==> config.mk <==
export PLATFORM = sky130hd
export DESIGN_NAME = stream_arb2_flat
export DESIGN_NICKNAME = d
export VERILOG_FILES = /design/src/rtl/stream_arb2_pkg.sv /design/src/rtl/stream_arb2_if.sv /design/src/rtl/stream_arb2_mux.sv /design/src/rtl/stream_arb2.sv /design/src/flat_wrapper.sv
export SDC_FILE = /design/constraint.sdc
export NUM_CORES = 1
export LEC_CHECK = 0
export BUFFER_PORTS_ARGS = -buffer_cell sky130_fd_sc_hd__clkbuf_2
export CAP_MARGIN = 20
export CORE_MARGIN = 5
export CORE_UTILIZATION = 40
export DETAILED_ROUTE_END_ITERATION = 12
export HOLD_SLACK_MARGIN = 0.02
export PLACE_DENSITY_LB_ADDON = 0.05
export SLEW_MARGIN = 15
export SYNTH_ARGS = -nofsm -noshare
export SYNTH_HDL_FRONTEND = slang
export SYNTH_HIERARCHICAL = 1
export SYNTH_SLANG_ARGS = --single-unit
==> constraint.sdc <==
create_clock -name clk -period 3 [get_ports clk]
set_input_delay 0.45 -clock clk [delete_from_list [all_inputs] [get_ports clk]]
set_output_delay 0.45 -clock clk [all_outputs]
set_load 0.03 [all_outputs]
==> src/rtl/stream_arb2_pkg.sv <==
//------------------------------------------------------------------------------
// Module : stream_arb_pkg
// Brief  : Shared types and constants for the two-requester stream arbiter.
// Rev    : 1.0 - initial release
//------------------------------------------------------------------------------
`default_nettype none

package stream_arb_pkg;

   typedef enum logic [1:0] {
      IDLE  = 2'd0,
      LOCK0 = 2'd1,
      LOCK1 = 2'd2
   } arb_state_t;

   localparam int REQ_W = 1;

endpackage

`default_nettype wire

==> src/rtl/stream_arb2_if.sv <==
//------------------------------------------------------------------------------
// Module : stream_arb2_if
// Brief  : Two input streams plus one output stream of the arbiter.
// Rev    : 1.0 - initial release
//------------------------------------------------------------------------------
`default_nettype none

interface stream_arb2_if #(
   parameter int NBITS = 8
);
   import stream_arb_pkg::*;

   logic             in0_val;
   logic             in0_rdy;
   logic [NBITS-1:0] in0_data;
   logic             in0_last;
   logic             in1_val;
   logic             in1_rdy;
   logic [NBITS-1:0] in1_data;
   logic             in1_last;
   logic             out_val;
   logic             out_rdy;
   logic [NBITS-1:0] out_data;
   logic             out_last;
   logic [REQ_W-1:0] out_src;

   // master = producers/consumer around the arbiter, slave = the arbiter
   modport master (
      output in0_val, in0_data, in0_last,
      output in1_val, in1_data, in1_last,
      output out_rdy,
      input  in0_rdy, in1_rdy,
      input  out_val, out_data, out_last, out_src
   );

   modport slave (
      input  in0_val, in0_data, in0_last,
      input  in1_val, in1_data, in1_last,
      input  out_rdy,
      output in0_rdy, in1_rdy,
      output out_val, out_data, out_last, out_src
   );

endinterface

`default_nettype wire

==> src/rtl/stream_arb2_mux.sv <==
//------------------------------------------------------------------------------
// Module : mux2_nbits
// Brief  : Combinational 2:1 payload mux.
// Rev    : 1.0 - initial release
//------------------------------------------------------------------------------
`default_nettype none

module mux2_nbits #(
   parameter int NBITS = 8
) (
   input  logic [NBITS-1:0] a_i,
   input  logic [NBITS-1:0] b_i,
   input  logic             sel_i,
   output logic [NBITS-1:0] y_o
);

   assign y_o = sel_i ? b_i : a_i;

endmodule

`default_nettype wire

==> src/rtl/stream_arb2.sv <==
//------------------------------------------------------------------------------
// Module : stream_arb2
// Brief  : Packet-aware round-robin arbiter, two streams into one registered output.
// Rev    : 1.0 - initial release
//------------------------------------------------------------------------------
`default_nettype none

module stream_arb2
   import stream_arb_pkg::*;
#(
   parameter int NBITS = 8
) (
   input  logic         clk,
   input  logic         rst_n,
   stream_arb2_if.slave bus
);

   arb_state_t       state_q, state_d;
   logic             prio_q, prio_d;
   logic             out_val_q;
   logic [NBITS-1:0] out_data_q;
   logic             out_last_q;
   logic [REQ_W-1:0] out_src_q;

   logic             space;
   logic             any_val;
   logic             win;
   logic             sel;
   logic             sel_rdy;
   logic             sel_val;
   logic             sel_last;
   logic             accept;
   logic [NBITS-1:0] mux_data;

   assign space   = !out_val_q || bus.out_rdy;
   assign any_val = bus.in0_val || bus.in1_val;
   assign win     = (bus.in0_val && bus.in1_val) ? prio_q : bus.in1_val;

   // Ready is held low while reset is asserted, even though it is combinational.
   always_comb begin
      sel     = win;
      sel_rdy = 1'b0;
      unique case (state_q)
         LOCK0: begin
            sel     = 1'b0;
            sel_rdy = space;
         end
         LOCK1: begin
            sel     = 1'b1;
            sel_rdy = space;
         end
         default: begin
            sel     = win;
            sel_rdy = space && any_val;
         end
      endcase
      sel_rdy = sel_rdy && rst_n;
   end

   assign sel_val     = sel ? bus.in1_val  : bus.in0_val;
   assign sel_last    = sel ? bus.in1_last : bus.in0_last;
   assign accept      = sel_val && sel_rdy;
   assign bus.in0_rdy = sel_rdy && !sel;
   assign bus.in1_rdy = sel_rdy && sel;

   mux2_nbits #(
      .NBITS (NBITS)
   ) u_mux (
      .a_i   (bus.in0_data),
      .b_i   (bus.in1_data),
      .sel_i (sel),
      .y_o   (mux_data)
   );

   always_comb begin
      state_d = state_q;
      prio_d  = prio_q;
      if (accept) begin
         if (sel_last) begin
            state_d = IDLE;
            prio_d  = ~sel;
         end else if (state_q == IDLE) begin
            state_d = sel ? LOCK1 : LOCK0;
         end
      end
   end

   always_ff @(posedge clk or negedge rst_n) begin
      if (!rst_n) begin
         state_q <= IDLE;
         prio_q  <= 1'b0;
      end else begin
         state_q <= state_d;
         prio_q  <= prio_d;
      end
   end

   // A draining register refills in the same cycle; payload holds when emptied.
   always_ff @(posedge clk or negedge rst_n) begin
      if (!rst_n) begin
         out_val_q  <= 1'b0;
         out_data_q <= '0;
         out_last_q <= 1'b0;
         out_src_q  <= '0;
      end else if (accept) begin
         out_val_q  <= 1'b1;
         out_data_q <= mux_data;
         out_last_q <= sel_last;
         out_src_q  <= sel;
      end else if (bus.out_rdy) begin
         out_val_q  <= 1'b0;
      end
   end

   assign bus.out_val  = out_val_q;
   assign bus.out_data = out_data_q;
   assign bus.out_last = out_last_q;
   assign bus.out_src  = out_src_q;

endmodule

`default_nettype wire

==> src/flat_wrapper.sv <==
// flat-port wrapper written by rule: the top's interface ports become plain ports
module stream_arb2_flat import stream_arb_pkg::*;
#(
   parameter int NBITS = 8
)
  (clk, rst_n, bus_in0_val, bus_in0_data, bus_in0_last, bus_in1_val, bus_in1_data, bus_in1_last, bus_out_rdy, bus_in0_rdy, bus_in1_rdy, bus_out_val, bus_out_data, bus_out_last, bus_out_src);
  stream_arb2_if #(.NBITS(NBITS)) bus_i ();
  input  logic clk;
  input  logic rst_n;
  input wire logic [$bits(bus_i.in0_val)-1:0] bus_in0_val;
  input wire logic [$bits(bus_i.in0_data)-1:0] bus_in0_data;
  input wire logic [$bits(bus_i.in0_last)-1:0] bus_in0_last;
  input wire logic [$bits(bus_i.in1_val)-1:0] bus_in1_val;
  input wire logic [$bits(bus_i.in1_data)-1:0] bus_in1_data;
  input wire logic [$bits(bus_i.in1_last)-1:0] bus_in1_last;
  input wire logic [$bits(bus_i.out_rdy)-1:0] bus_out_rdy;
  output wire logic [$bits(bus_i.in0_rdy)-1:0] bus_in0_rdy;
  output wire logic [$bits(bus_i.in1_rdy)-1:0] bus_in1_rdy;
  output wire logic [$bits(bus_i.out_val)-1:0] bus_out_val;
  output wire logic [$bits(bus_i.out_data)-1:0] bus_out_data;
  output wire logic [$bits(bus_i.out_last)-1:0] bus_out_last;
  output wire logic [$bits(bus_i.out_src)-1:0] bus_out_src;
  assign bus_i.in0_val = bus_in0_val;
  assign bus_i.in0_data = bus_in0_data;
  assign bus_i.in0_last = bus_in0_last;
  assign bus_i.in1_val = bus_in1_val;
  assign bus_i.in1_data = bus_in1_data;
  assign bus_i.in1_last = bus_in1_last;
  assign bus_i.out_rdy = bus_out_rdy;
  assign bus_in0_rdy = bus_i.in0_rdy;
  assign bus_in1_rdy = bus_i.in1_rdy;
  assign bus_out_val = bus_i.out_val;
  assign bus_out_data = bus_i.out_data;
  assign bus_out_last = bus_i.out_last;
  assign bus_out_src = bus_i.out_src;
  stream_arb2 #(.NBITS(NBITS)) u_core (.clk(clk), .rst_n(rst_n), .bus(bus_i));
endmodule
; Yosys cells after proc, flatten, opt, wreduce, memory -nomap -nowiden
; Cells that the tools add are included.
[word_totals]
reg_bits = 14
wordCells = 36
input_bits = 23
[classes]
n_bitwise = 1
n_mux = 11
reduce_logical = 16
eq_ne = 2
[op_table]
columns = operator, n
row1 = $mux 8, 1
row2 = $logic_and 1x1->1, 6
row3 = $mux 1, 6
row4 = $mux 2, 3
row5 = $reduce_and 2->1, 2
row6 = $reduce_bool 2->1, 2
row7 = $eq 2x1->1 const B, 1
row8 = $eq 2x2->1 const B, 1
row9 = $logic_not 1->1, 2
row10 = $logic_not 2->1, 1
row11 = $logic_or 1x1->1, 2
row12 = $pmux 1 s2, 1
row13 = $reduce_or 2->1, 1
row14 = $not 1->1, 1

; Logic depth before layout (Yosys ltp)
; Gate-level depths: netlist (run 1).
[depth]
depth_word = 7
ltp_mapped = 7
ltp_nobuf = 6

; Cells and area by module
; The synthesis (run 1) kept the hierarchy.
[by_module_without_submodules]
columns = module, seq_area_each_um2, cells_each, instances, area_per_inst_um2
row1 = stream_arb2, 350.3, 58, 1, 671.9
row2 = mux2_nbits, 0.0, 9, 1, 131.4

; Worst setup path after synthesis (run 1)
; Ideal clock, no wire load.
[synth_timing]
path_type = register to output
start = reg u_core.state_q[0]
end = out bus_in1_rdy
setup_slack_ps = 829
stages_incl_launch_ff = 6
arrival_time_ps = 1721
t_required_ps = 2550
path_cell_list = dfrtp_1 inv_1 ha_1 nand2b_1 o21ai_1 nor2b_1
[synth_via]
elab_cells_between_ends = 7
[synth_lines]
columns = element, line_no
row1 = "start, declared", stream_arb2.sv:18  ; arb_state_t state_q, state_d;
row2 = "start signal, assigned", stream_arb2.sv:93  ; state_q <= state_d;
row3 = $eq 2x2->1 / $eq 2x1->1 (equally long branches), stream_arb2.sv:43  ; unique case (state_q)
row4 = $pmux 1 s2 *, stream_arb2.sv:43
row5 = net u_core.sel, stream_arb2.sv:28  ; logic sel;
row6 = $logic_and 1x1->1 *, stream_arb2.sv:64  ; assign bus.in1_rdy = sel_rdy && sel;
row7 = "end, declared", flat_wrapper.sv:18  ; output wire logic [$bits(bus_i.in1_rdy)-1:0] bus_in1_rdy;
; Mark *: on every way through the listed nets, which the timed path passes. The rest lies on a longest branch.

; Final worst setup path (run 1)
; Ends and elaborated chain as after synthesis.

==> flow_summary.ini, run 1 <==
[outcome]
status = complete, no violations

[sta]
fin_setup_tns_ps = 0
grt_setup_unrepaired = no
maxClockFrequency_mhz = 455
setup_violations = 0
finalMaxSlewViolations = 0
period_share_pct = 73.2
whs_ps = 96.8
hold_viol = 0
timing_worst_slew_pin_value_ps = 746
slew-limit-headroom_pct = 50.3
clock_skew_ps = 2.72
timing.final.crit_period_ps = 2200

[placement]
post_dp_cell_area_sq_um = 997
place.port_buffers = 35
dpl.hpwl_microns = 1240
gp_congestion = 0.683

[layout]
fin_area_sq_mm = 0.00103
layout.core_utilization_pct = 53.2
commonest_non_fill_non_tap_cell_in_the_layout = clkbuf_2
antenna_cells_inserted = 0
area_growth_pct = 28.7
drive_above_1_share_pct = 50.5
layout_common_cells = 35 x clkbuf_2, 14 x dfrtp_1, 8 x mux2_4
finish.net_count = 131

[setup_path]
cp.arrival_ps = 1750
cp-start-kind = flip-flop
crit_family = flip-flops
cp_slowest_stage_delay_ps = 350
worst-path-max-fanout = 5
worst_setup_path_end_kind = output pin
crit_path_top_delay_cell = dfrtp_1
timing.critical_path.buf_inv = 2
critPathRequiredTime_ps = 2550
crit_path_cell_trace = inv_1 > ha_1 > nand2b_1 > o21ai_1 > nor2b_1 > clkbuf_2
critPathKind = reg2out

[detailed_routing]
detail_route.iter0.violations = 6
via_count = 625
drt-vias-per-instance = 4.73
drtPass1Iterations = 3
avgRoutedWirePerCell_microns = 11.7
remaining_drc_errors = 0
detail_route.wirelength_microns = 1550
final_antenna_net_count = 0

[power_and_ir_drop]
static-leakage-power_nw = 0.537
powerDensity_mw_per_mm2 = 1090
design_power_total_mw = 1.12
ir_worst_vdd_v = 0.000450

[clock_network]
postCtsHoldBufs = 0
cts_num_sinks = 14
cts_inserted_buffers = 3
htree_levels = 1
clock_tree.root_cell = clkbuf_4
post_cts_resize_count = 0
tritoncts_clock_tree = built
clk_pin_slew_worst_paths_ps = 80
post-cts-setup-buffer-count = 0
cts_max_path_buffers = 2
worstSkewPairLatency_ps = 270

[floorplanning]
floorplan.initialDensity_pct = 41.4
rows = 16
design.die.area_sq_mm = 0.00300
fp.dieW_microns = 54.8
coreArea_sq_mm = 0.00194
fp.dieH_microns = 54.8
pin_count = 36

[synthesis]
syn_area_per_cell_sq_um = 12.0
syn_inst = 67
synth_nets = 92
mappedNetlistArea_sq_um = 803
synth.lib_cells_used.distinct = 26
seq_area_frac_synth_pct = 43.6
ys.warnings.count = 6
yosys_register_bits = 14

[global_routing]
grt_pass1_vias = 562
global_route.usage.total_pct = 11.3
largest_net_degree_at_the_start_of_global_routing = 19
wire_length_of_the_first_global_routing_pass_microns = 2410
grt_antenna_before_repair = 0
grt_overflow = 0

[hold_path]
holdCritPathClass = in2async

[job]
max_cap_violations = 0
-- metal layers --
layer  wire (microns)  vias to the layer above  global-route usage [%]
li1                 -                      316                       -
met1              651                      288                    15.6
met2              760                       19                    17.5
met3              120                        2                    1.91
met4               12                        0                    3.73
met5                0                        -                       0
-- cells in the mapped netlist --
library cell | number | share of area [%]
o2111ai_2 | 1 | 1.9
a31oi_1 | 1 | 0.78
nor2b_1 | 2 | 1.6
o2bb2a_1 | 1 | 1.2
o21ai_0 | 1 | 0.62
o21ai_1 | 1 | 0.62
nand3_1 | 1 | 0.62
nand2b_1 | 2 | 1.6
o32a_1 | 2 | 2.5
mux2_2 | 4 | 5.6
mux2_1 | 4 | 5.6
ha_1 | 2 | 3.1
mux2_4 | 8 | 15
buf_6 | 2 | 2.8
and2_1 | 1 | 0.78
nor2_1 | 5 | 2.3
nand2_1 | 3 | 1.4
o31ai_1 | 1 | 0.93
or3b_1 | 1 | 1.1
and3_1 | 1 | 0.78
dfrtp_1 | 14 | 44
inv_1 | 5 | 2.3
a21oi_1 | 1 | 0.62
o311ai_0 | 1 | 1.1
nor3_1 | 1 | 0.62
a21boi_1 | 1 | 0.93
-- where the power goes --
| group | total (mW) | internal (mW) | switching [mW] |
|---|---|---|---|
| clock network | 0.131 | 0.0736 | 0.0571 |
| registers | 0.329 | 0.281 | 0.0482 |
| logic | 0.664 | 0.284 | 0.381 |
| total | 1.12 | 0.638 | 0.486 |
-- cell type report --
class,instances,area [sq um]
Multi-Input combinational cell,46,412
Tap cell,27,33.8
Timing Repair Buffer,36,183
Clock buffer,4,36.3
Fill cell,192,908
Sequential cell,14,350
Inverter,5,18.8
-- state kept, by name, summed over array words and instances (netlist names) --
register	count
u_core/bus.out_data	8
u_core/bus.out_last	1
u_core/bus.out_src	1
u_core/bus.out_val	1
u_core/prio_q	1
u_core/state_q	2
-- metrics by stage --
stage | setup slack [ps] | std cells
final | 804 | 132
after global routing | 664 | 132
after CTS | 773 | 132
after detailed placement | 884 | 128
after global placement | 908 | 128
after floorplan | 829 | 67
-- worst paths after layout --
kind	start	end	slack [ps]	depth (start not counted)
min in group clk	u_core/bus.out_data[6]	u_core/bus.out_data[6]	500	1
hold / removal	rst_n	u_core/bus.out_data[6]	100	1
setup / recovery	u_core/state_q[0]	bus_in1_rdy	800	6
setup reg to reg	u_core/state_q[0]	u_core/bus.out_data[2]	890	7
max in group asynchronous	rst_n	u_core/bus.out_src	2610	1
hold reg to reg	u_core/bus.out_data[6]	u_core/bus.out_data[6]	500	1
-- cells by family (layout without fill, tap and decap cells) --
| family | Yosys count | after routing | share of synthesized area, % |
|---|---|---|---|
| compound gates | 11 | 11 | 11.2 |
| fa+ha+maj | 2 | 2 | 3.11 |
| buf+inv | 7 | 45 | 5.14 |
| flops | 14 | 14 | 43.6 |
| mux | 16 | 16 | 26.2 |
| simple gates | 17 | 17 | 10.7 |
(Power assumes the default switching activity.)
==> run 2, diff against run 1 <==
ABC_AREA = 1   (was not set)
clock period = 2 ns   (was 3 ns; I/O delays follow)
==> run 2 against run 1 <==
Non-clock buffer count is 6 higher. Combinational power is 73% higher. Area after synthesis rose by 5.0%. Count of clock-buffer cells in the layout did not move. Sequential power grew 47%. Largest cell class unchanged. Final cell count rose by 39%. Clock skew rose by 5.1 ps. Sequential share of layout area shrank 3.0 points. Flip-flop and latch count did not move. Highest routed layer is now met3. Critical path type unchanged. Clock power rose by 55%.
==> flow_summary.ini, run 2 <==
[sta]
clock_skew_ps = 7.80
period_share_pct = 95.1
maxClockFrequency_mhz = 526
grt_setup_unrepaired = yes
setup_violations = 0
setup_slack_ps = 97.2
whs_ps = 293
timing_worst_slew_pin_value_ps = 189
timing.final.crit_period_ps = 1900
fin_setup_tns_ps = 0
hold_viol = 0
finalMaxSlewViolations = 0
slew-limit-headroom_pct = 87.4

[synthesis]
synth_enable_flop_cells = 0
synth_nets = 140
ys_top_cells_by_area = dfrtp_1 42%, nand2_1 25%, nand3_1 7.7%
yosys_register_bits = 14
seq_area_frac_synth_pct = 41.5
post-synth-top-area-cell = dfrtp_1
postSynth.topFlopCell = dfrtp_1
syn_area_per_cell_sq_um = 7.33
share_of_yosys_cell_area_claimed_by_the_top_area_cell_type_pct = 41.5
ys.warnings.count = 6
postSynth.asyncResetShare_pct = 100
synth.lib_cells_used.distinct = 15
post_synth_most_frequent_cells = 57 x nand2_1, 14 x dfrtp_1, 13 x nand3_1
syn_inst = 115
mappedNetlistArea_sq_um = 843
synth_most_common_cell = nand2_1

[clock_network]
tritoncts_clock_tree = built
worstSkewPairLatency_ps = 280
cts_max_path_buffers = 2
cts_num_sinks = 14
cts_inserted_buffers = 3
clock_tree.root_cell = clkbuf_4
clk_pin_slew_worst_paths_ps = 90
htree_levels = 1

[detailed_routing]
avgRoutedWirePerCell_microns = 10.6
detail_route.wirelength_microns = 1960
drt-vias-per-instance = 4.44
via_count = 817
drtPass1Iterations = 4
final_antenna_net_count = 0
remaining_drc_errors = 0
detail_route.iter0.violations = 19

[floorplanning]
rows = 16
floorplan.initialDensity_pct = 42.6
fp.dieH_microns = 55.9
coreArea_sq_mm = 0.00198
design.die.area_sq_mm = 0.00313
pin_count = 36
fp.dieW_microns = 55.9

[global_routing]
grt_antenna_before_repair = 0
grt_overflow = 0
wire_length_of_the_first_global_routing_pass_microns = 3460
largest_net_degree_at_the_start_of_global_routing = 15
global_route.usage.total_pct = 13.5
grt_pass1_vias = 795

[layout]
fin_area_sq_mm = 0.00113
commonest_non_fill_non_tap_cell_in_the_layout = nand2_1
finish.net_count = 183
layout_common_cells = 57 x nand2_1, 33 x clkbuf_2, 14 x dfrtp_1
finalNonFillerCells = 184
drive_above_1_share_pct = 36.3
number_of_flip_flops_in_the_largest_register = 8
layout.core_utilization_pct = 57.2
antenna_cells_inserted = 0
area_growth_pct = 34.4

[setup_path]
r2r_start = u_core/state_q[0]
crit_path_cell_trace = inv_2 > ha_4 > inv_1 > a31oi_4 > inv_1 > nor2_1 > buf_4
setup.worst_path.start = u_core/state_q[1]
cp_slowest_stage_delay_ps = 390
worst-path-max-fanout = 3
worst_setup_path_end_kind = output pin
crit_path_top_delay_cell = dfrtp_1
critPathRequiredTime_ps = 1700
critPathKind = reg2out
cp-start-kind = flip-flop
cp.arrival_ps = 1600
cpMostUsedCell = inv_1

[placement]
detailedPlace.worstSlack_ps = 215
placed_cells = 175
place.port_buffers = 35
post_dp_cell_area_sq_mm = 0.00103
dpl.hpwl_microns = 1520
gp_congestion = 0.794

[hold_path]
holdCritPathClass = in2reg
worstHoldStart = bus_out_rdy

[power_and_ir_drop]
static-leakage-power_nw = 0.680
design_power_total_mw = 1.83
ir_worst_vdd_v = 0.000874
powerDensity_mw_per_mm2 = 1620

[job]
max_cap_violations = 0

[outcome]
status = complete, no violations
-- run 2: changes by cell type after synthesis, moves of 3 or more --
cell / change
nand2_1: +54
nand3_1: +12
mux2_4: -8
inv_1: +5
mux2_1: -4
mux2_2: -4
nand2_4: +3
nand4_1: +3
-- run 2: worst max-delay path: cells and delay by family (launching register included) --
| family | cells | cell delay [ps] |
|---|---|---|
| buffers and inverters | 4 | 370 |
| AOI/OAI and AO/OA | 1 | 180 |
| and+or+nand+nor | 1 | 100 |
| adders and majority gates | 1 | 280 |
| DFF | 1 | 390 |
-- run 2: final timing paths --
check | to | slack, ps | cells after the start
setup / recovery | bus_in0_rdy | 100 | 7
hold / removal | u_core/bus.out_val | 290 | 4
setup reg to reg | u_core/bus.out_src | 300 | 11
hold reg to reg | u_core/bus.out_data[0] | 470 | 2
max in group asynchronous | u_core/bus.out_data[1] | 1330 | 3
min in group asynchronous | u_core/bus.out_data[7] | 500 | 3
-- run 2: cell families (layout without fill, tap and decap cells) --
group,Yosys count,in the layout,share of synthesized area [%]
AND/OR/NAND/NOR,82,82,42.6
adder cells (fa/ha/maj),2,2,2.97
AO/OA/AOI/OAI,2,2,3.12
buffers and inverters,15,57,9.79
flip-flops,14,14,41.5
-- run 2: per-layer routing --
metal,wire (microns),global-route usage (%)
met3,156,4.64
met4,0,2.03
met5,0,0
met2,889,20.9
met1,912,18.6
-- run 2: report_power, final --
part,switching (mW),internal (mW)
Sequential,0.0689,0.415
Combinational,0.743,0.404
Clock,0.0928,0.111
Total,0.904,0.929
-- run 2: final cells by class --
| cell class | count | area, sq um |
|---|---|---|
| fillers | 194 | 848 |
| multi-input cells | 86 | 430 |
| inverters | 11 | 41.3 |
| repair buffers | 42 | 241 |
| flip-flops and latches | 14 | 350 |
| well taps | 27 | 33.8 |
| clock buffers | 4 | 36.3 |
-- run 2: what timing repair did --
action | 4_1_cts | 5_1_grt
hold buffers | 1 | 0
pin swaps | 1 | 1
resized for setup | 3 | 8
buffers inserted | 2 | 2
cloned | 0 | 0
setup endpoints to repair | 1 | 2
endpoints found under the hold margin | 14 | 0
